### src/rtl/core_pkg.sv
// Shared pipeline payload types and queue sizing for the out-of-order core.
package core_pkg;

  localparam int unsigned QUEUE_DEPTH = 4;

  localparam int unsigned UOP_TAG_W = 4;
  localparam int unsigned UOP_OP_W  = 4;

  // Compact dispatch micro-op payload carried through issue queues.
  typedef struct packed {
    logic [UOP_TAG_W-1:0] tag;
    logic [UOP_OP_W-1:0]  op;
  } uop_t;

  // Next pointer value, wrapping from depth-1 back to 0.
  function automatic int unsigned wrap_ptr_inc(input int unsigned ptr,
                                               input int unsigned depth);
    return (ptr + 1) % depth;
  endfunction

endpackage

### src/rtl/stream_fifo_struct.sv
// Valid/ready FIFO for packed-struct payloads with synchronous flush and occupancy count.
module stream_fifo_struct
  import core_pkg::*;
#(
  parameter type         T     = logic [31:0],
  parameter int unsigned DEPTH = QUEUE_DEPTH
) (
  input  logic                   clk,
  input  logic                   reset,
  input  logic                   flush,
  input  logic                   valid_in,
  output logic                   ready_in,
  input  T                       data_in,
  output logic                   valid_out,
  input  logic                   ready_out,
  output T                       data_out,
  output logic [$clog2(DEPTH):0] count
);

  localparam int unsigned PTR_W = $clog2(DEPTH);
  localparam int unsigned CNT_W = $clog2(DEPTH) + 1;

  T                 mem_q [DEPTH];
  logic [PTR_W-1:0] rd_ptr_q, rd_ptr_d;
  logic [PTR_W-1:0] wr_ptr_q, wr_ptr_d;
  logic [CNT_W-1:0] count_q, count_d;
  logic             push;
  logic             pop;

  // Handshake status decoded purely from registered occupancy.
  always_comb begin
    ready_in  = (count_q != CNT_W'(DEPTH));
    valid_out = (count_q != '0);
    data_out  = mem_q[rd_ptr_q];
    count     = count_q;
    push      = valid_in && ready_in;
    pop       = valid_out && ready_out;
  end

  // Next pointer/count state; flush overrides any concurrent push or pop.
  always_comb begin
    rd_ptr_d = rd_ptr_q;
    wr_ptr_d = wr_ptr_q;
    count_d  = count_q;
    if (flush) begin
      rd_ptr_d = '0;
      wr_ptr_d = '0;
      count_d  = '0;
    end else begin
      if (push) begin
        wr_ptr_d = PTR_W'(wrap_ptr_inc(32'(wr_ptr_q), DEPTH));
      end
      if (pop) begin
        rd_ptr_d = PTR_W'(wrap_ptr_inc(32'(rd_ptr_q), DEPTH));
      end
      if (push && !pop) begin
        count_d = count_q + CNT_W'(1);
      end else if (pop && !push) begin
        count_d = count_q - CNT_W'(1);
      end
    end
  end

  // Pointer and occupancy registers, cleared asynchronously by reset.
  always_ff @(posedge clk or negedge reset) begin
    if (!reset) begin
      rd_ptr_q <= '0;
      wr_ptr_q <= '0;
      count_q  <= '0;
    end else begin
      rd_ptr_q <= rd_ptr_d;
      wr_ptr_q <= wr_ptr_d;
      count_q  <= count_d;
    end
  end

  // Storage array write; contents need no reset since count gates visibility.
  always_ff @(posedge clk) begin
    if (push && !flush) begin
      mem_q[wr_ptr_q] <= data_in;
    end
  end

endmodule
### config.mk
export PLATFORM = sky130hd
export DESIGN_NAME = stream_fifo_struct
export DESIGN_NICKNAME = d
export VERILOG_FILES = /design/src/rtl/core_pkg.sv /design/src/rtl/stream_fifo_struct.sv
export SDC_FILE = /design/constraint.sdc
export NUM_CORES = 1
export LEC_CHECK = 0
export BUFFER_PORTS_ARGS = -buffer_cell sky130_fd_sc_hd__buf_4
export CAP_MARGIN = 15
export CORE_MARGIN = 3
export CORE_UTILIZATION = 35
export DETAILED_ROUTE_END_ITERATION = 8
export SLEW_MARGIN = 20
export SYNTH_ARGS = -nofsm -noshare
export SYNTH_HDL_FRONTEND = slang
export SYNTH_SLANG_ARGS = --single-unit
### constraint.sdc
create_clock -name clk -period 3 [get_ports clk]
set_clock_uncertainty 0.15 [all_clocks]
set_input_delay 0.3 -clock clk [delete_from_list [all_inputs] [get_ports clk]]
set_output_delay 0.3 -clock clk [all_outputs]
set_load 0.005 [all_outputs]
## Word-level counts from Yosys, hierarchy flattened

Memories as Yosys holds them, arrays and structs flattened.
Index checks and enable logic that the tools add are counted.

- Register bits after elaboration: 7
- RAM bits: 128
- Input bits: 37
- Memories kept: 1

Memory list:

| name | words | bits a word | read ports | clocked after Yosys merged registers in | write ports | RTL line | text |
|---|---|---|---|---|---|---|---|
| mem_q | 4 | 32 | 1 | 0 | 1 | stream_fifo_struct.sv:23 | `T mem_q [DEPTH];` |

- Add/sub/neg operators: 4
- Eq/ne operators: 1
- Multiplexer cells: 9
- Reduce and logical (&&, ||, !) cells: 12

Operator list:

| operator | number |
|---|---|
| $mux 3 | 3 |
| $mux 2 | 4 |
| $reduce_bool 3->1 | 2 |
| $logic_and 1x1->1 | 5 |
| $add 2x1->2 const B | 2 |
| $reduce_bool 2->1 | 2 |
| $add 3x1->3 const B | 1 |
| $logic_not 1->1 | 3 |
| $ne 3x3->1 const B | 1 |
| $sub 3x1->3 const B | 1 |
| $mux 1 | 2 |

## Logic depth before layout (Yosys ltp)

- Depth after elaboration: 7
- Mapped depth: 7
- Depth with buffers taken out: 6

## Least setup slack after synthesis

Ideal clock, no wire load.

- Path kind: register -> register
- Start: register count_q[2], in the netlist count[2]
- End: memory mem_q[0][0] in the netlist's numbering (enable)
- Arrival time: 1.758 ns
- Data required time: 2.458 ns
- Setup slack: 0.700 ns
- Stages on the path, launching flop included: 5
- Buffers on the path: 1
- Path through: dfrtp_1 > buf_2 > nor3b_1 > nor3_1 > and2_1

- Longest elaborated chain between the ends: 5

Ends and longest elaborated chain:

| item | RTL line | text |
|---|---|---|
| from (decl) | stream_fifo_struct.sv:26 | `logic [CNT_W-1:0] count_q, count_d;` |
| from (signal assigned) | stream_fifo_struct.sv:73 | `count_q <= count_d;` |
| $ne 3x3->1 | stream_fifo_struct.sv:32 | `ready_in = (count_q != CNT_W'(DEPTH));` |
| $logic_and 1x1->1 | stream_fifo_struct.sv:36 | `push = valid_in && ready_in;` |
| $logic_and 1x1->1 | stream_fifo_struct.sv:79 | `if (push && !flush) begin` |
| $mux 1 | stream_fifo_struct.sv:79 |  |
| $mux 1 (implied by the code) | stream_fifo_struct.sv:80 | `mem_q[wr_ptr_q] <= data_in;` |
| to (decl) | stream_fifo_struct.sv:23 |  |

Every way passes these cells.

## Worst setup path in the final report

- Start: register count_q[2], in the netlist count[2]
- End: register count_q[2], in the netlist count[2]

- Longest elaborated chain between the ends: 6
- Elaborated cells between the ends (all ways): 14
- Those cells by class: add/sub (2); eq/ne (1); mux (3); reduce/logical (8)

Ends and longest elaborated chain:

| item |
|---|
| branches (longest 6 deep; another with $sub 3x1->3) |

Parallel ways; which one is timed is not known. The select of a mux whose other input is x is not followed.
A chain may end at the register's enable or synchronous reset.

==> out/qor.txt <==
Ratio of cells with drive above 1 in the final layout: 42.4%
Final setup viols: 0
Max clock buf depth: 2
Setup WS post-layout: 481 ps
DR WL/cell: 18.1 um
Top cell type's share of synthesized area: 74.3%
H-tree Lvls: 4
Routed WL: 9850 um
Post-synthesis compound-gate area fraction: 1.69%
Slew margin rel.: 59.3%
Clock slew at reported path FFs: 50 ps
Fin cells: 543
Commonest non-fill, non-tap cell in the layout: edfxtp_1
Clk root buf: clkbuf_16
CTS tree: yes
Clock Sinks: 135
GRT Overall Usage: 13.0%
Area Growth Syn to Fin: 33.7%
XOR/XNOR Fraction of Synth Area: 0.338%
DRT Pass-1 Iters: 4
Post-Synth Adder-Cell Area: 1.35%
Hpwl dp: 6270 um
First-pass GRT wire length: 15700 um
Cells after synthesis: 229
Inst Count DP: 478
Tmin final: 2520 ps
Die Span X: 128 um
#FFs+latches synth: 135
Antenna Cells: 0
Crit end category: flip-flop
Multi-input logic area: 1060 sq um
Via count: 2637
Setup TNS: 0 ps
Post-Syn Nets: 271
Antenna violations before repair: 0
Initial Util: 36.6%
Full die area: 16300 sq um
Drc violations: 0
Core area: 14100 sq um
VDD IR max: 0.455 mV
Most frequent cells in the layout: 128 x edfxtp_1, 77 x buf_4, 34 x dlygate4sd3_1
Synth top area cells: edfxtp_1 74%, mux4_2 14%, dfrtp_1 3.4%
Top FF cell, synth: edfxtp_1
Largest net degree at the start of global routing: 24
Yosys warning total: 0
Placer Congestion: 0.769
Final Hold Viols: 0
Register Area: 4020 sq um
Post-route ant nets: 0
CTS Buf Count: 17
Mux cell area share after synthesis: 14.7%
CP Class: reg2reg
Worst Hold Class: in2reg
Mean cell area of the mapped netlist: 22.6 sq um
P per Cell Area: 778 nW/um^2
Fillers: 1181
Grt ovf: 0
Leakage: 2.39 nW
Critical path arrival: 2710 ps
Cell area after synthesis: 5170 sq um
Total Nets Final: 393
Outcome: completed
CP Launch Type: flip-flop
Drt via density: 4.86
FP Rows: 43
Die height: 128 um
Register area share after synthesis: 77.7%
Slew of the pin with the lowest slew margin: 611 ps
# port buffers: 73
Synth async-reset ratio: 5.19%
Post-synthesis simple-gate area fraction: 2.35%
First DRT Iteration DRCs: 174
Dominant cell type by area after synthesis: edfxtp_1
RSZ-0062 raised after global routing: false
Fraction of the cycle the final worst path needs: 84.0%
EDFF count, synth: 128
Max Cap Violations: 0
Synth cell types: 32
Critical path fanouts, max: 10
Max Freq: 397 MHz
Max-slew violations: 0
Largest family of logic cells by synthesized area: multiplexers
DP Worst Slack: 514 ps
WP data required: 3190 ps
Final Util: 48.9%
Vias in the first global route: 2884
IO Count: 74
Worst skew pair latency: 400 ps
final cells by class:
cell class,instances,area share (%)
Clock buffer,18,6.20
Clock inverter,13,2.26
Inverter,6,0.326
Multi-Input combinational cell,76,15.4
Sequential cell,135,58.1
Tap cell,180,3.26
Timing Repair Buffer,115,14.4
worst max-delay path: stages (launching register included):
cell and delay (ps):
dfrtp_1 520, nor3b_1 480, nor3_1 120, fa_1 470, and4bb_2 270, a311oi_1 250
o311a_1 200
sequential cells by signal (all words and copies together) (netlist names):
signal and count:
wr_ptr_q 2, mem_q 128, count 3, rd_ptr_q 2
report_power, final:
part           switching (W)  internal (W)  leakage (nW)
Combinational       0.000448      0.000646         0.864
Clock               0.000730       0.00130         0.276
Sequential         0.0000852       0.00217          1.25
cells in the mapped netlist (2+ instances only):
master / number
a21oi_1: 2
and2_1: 4
buf_2: 4
buf_4: 4
dfrtp_1: 7
edfxtp_1: 128
ha_1: 4
inv_1: 6
mux2_2: 2
mux2i_1: 2
mux4_2: 32
nand3_1: 2
nand3b_1: 2
nor2_1: 9
nor3_1: 2
o21ai_0: 2
xor2_1: 2
worst paths after layout:
path                             startpoint          end  slack [ps]  cells past startpoint
min in group asynchronous             reset     count[0]          90                      2
worst max register to register     count[2]     count[2]         480                      6
max in group asynchronous             reset  rd_ptr_q[1]        2470                      2
worst max-delay path               count[2]     count[2]         480                      6
worst min register to register  wr_ptr_q[1]  wr_ptr_q[1]         460                      2
worst min-delay path               valid_in  wr_ptr_q[1]          50                      3
kinds of logic (layout without fill, tap and decap cells):
group                    Yosys count  count (layout)
XOR/XNOR                           2               2
flip-flops                       135             135
AND/OR/NAND/NOR                   22              22
adder cells (fa/ha/maj)            5               5
AO/OA/AOI/OAI                     11              11
buffers and inverters             18             152
multiplexers                      36              36
routing by layer:
metal / share of wire [%] / GRT usage (%) / wire length, um / vias to the layer above
met1: 44 / 16.4 / 4330 / 1356
met4: 1.0 / 4.87 / 102 / 0
li1: - / - / - / 1193
met2: 48 / 20.4 / 4770 / 78
met5: 0 / 0 / 0 / -
met3: 6.6 / 4.97 / 646 / 10
stage by stage:
step,power (W),hold WS (ps),cell area (sq um)
after floorplan,0.00290,-146,5170
after global placement,0.00336,-27.2,5990
after detailed placement,0.00338,-26.1,5990
after CTS,0.00546,28.6,6920
after global routing,0.00563,52.0,6920
final,0.00538,47.7,6920
timing repair:
action,CTS,global route
setup endpoints to repair,0,0
gates resized for setup,0,0
hold endpoints to repair,139,0
buffers inserted,0,0
hold buffers,34,0
(Power assumes the default switching activity.)
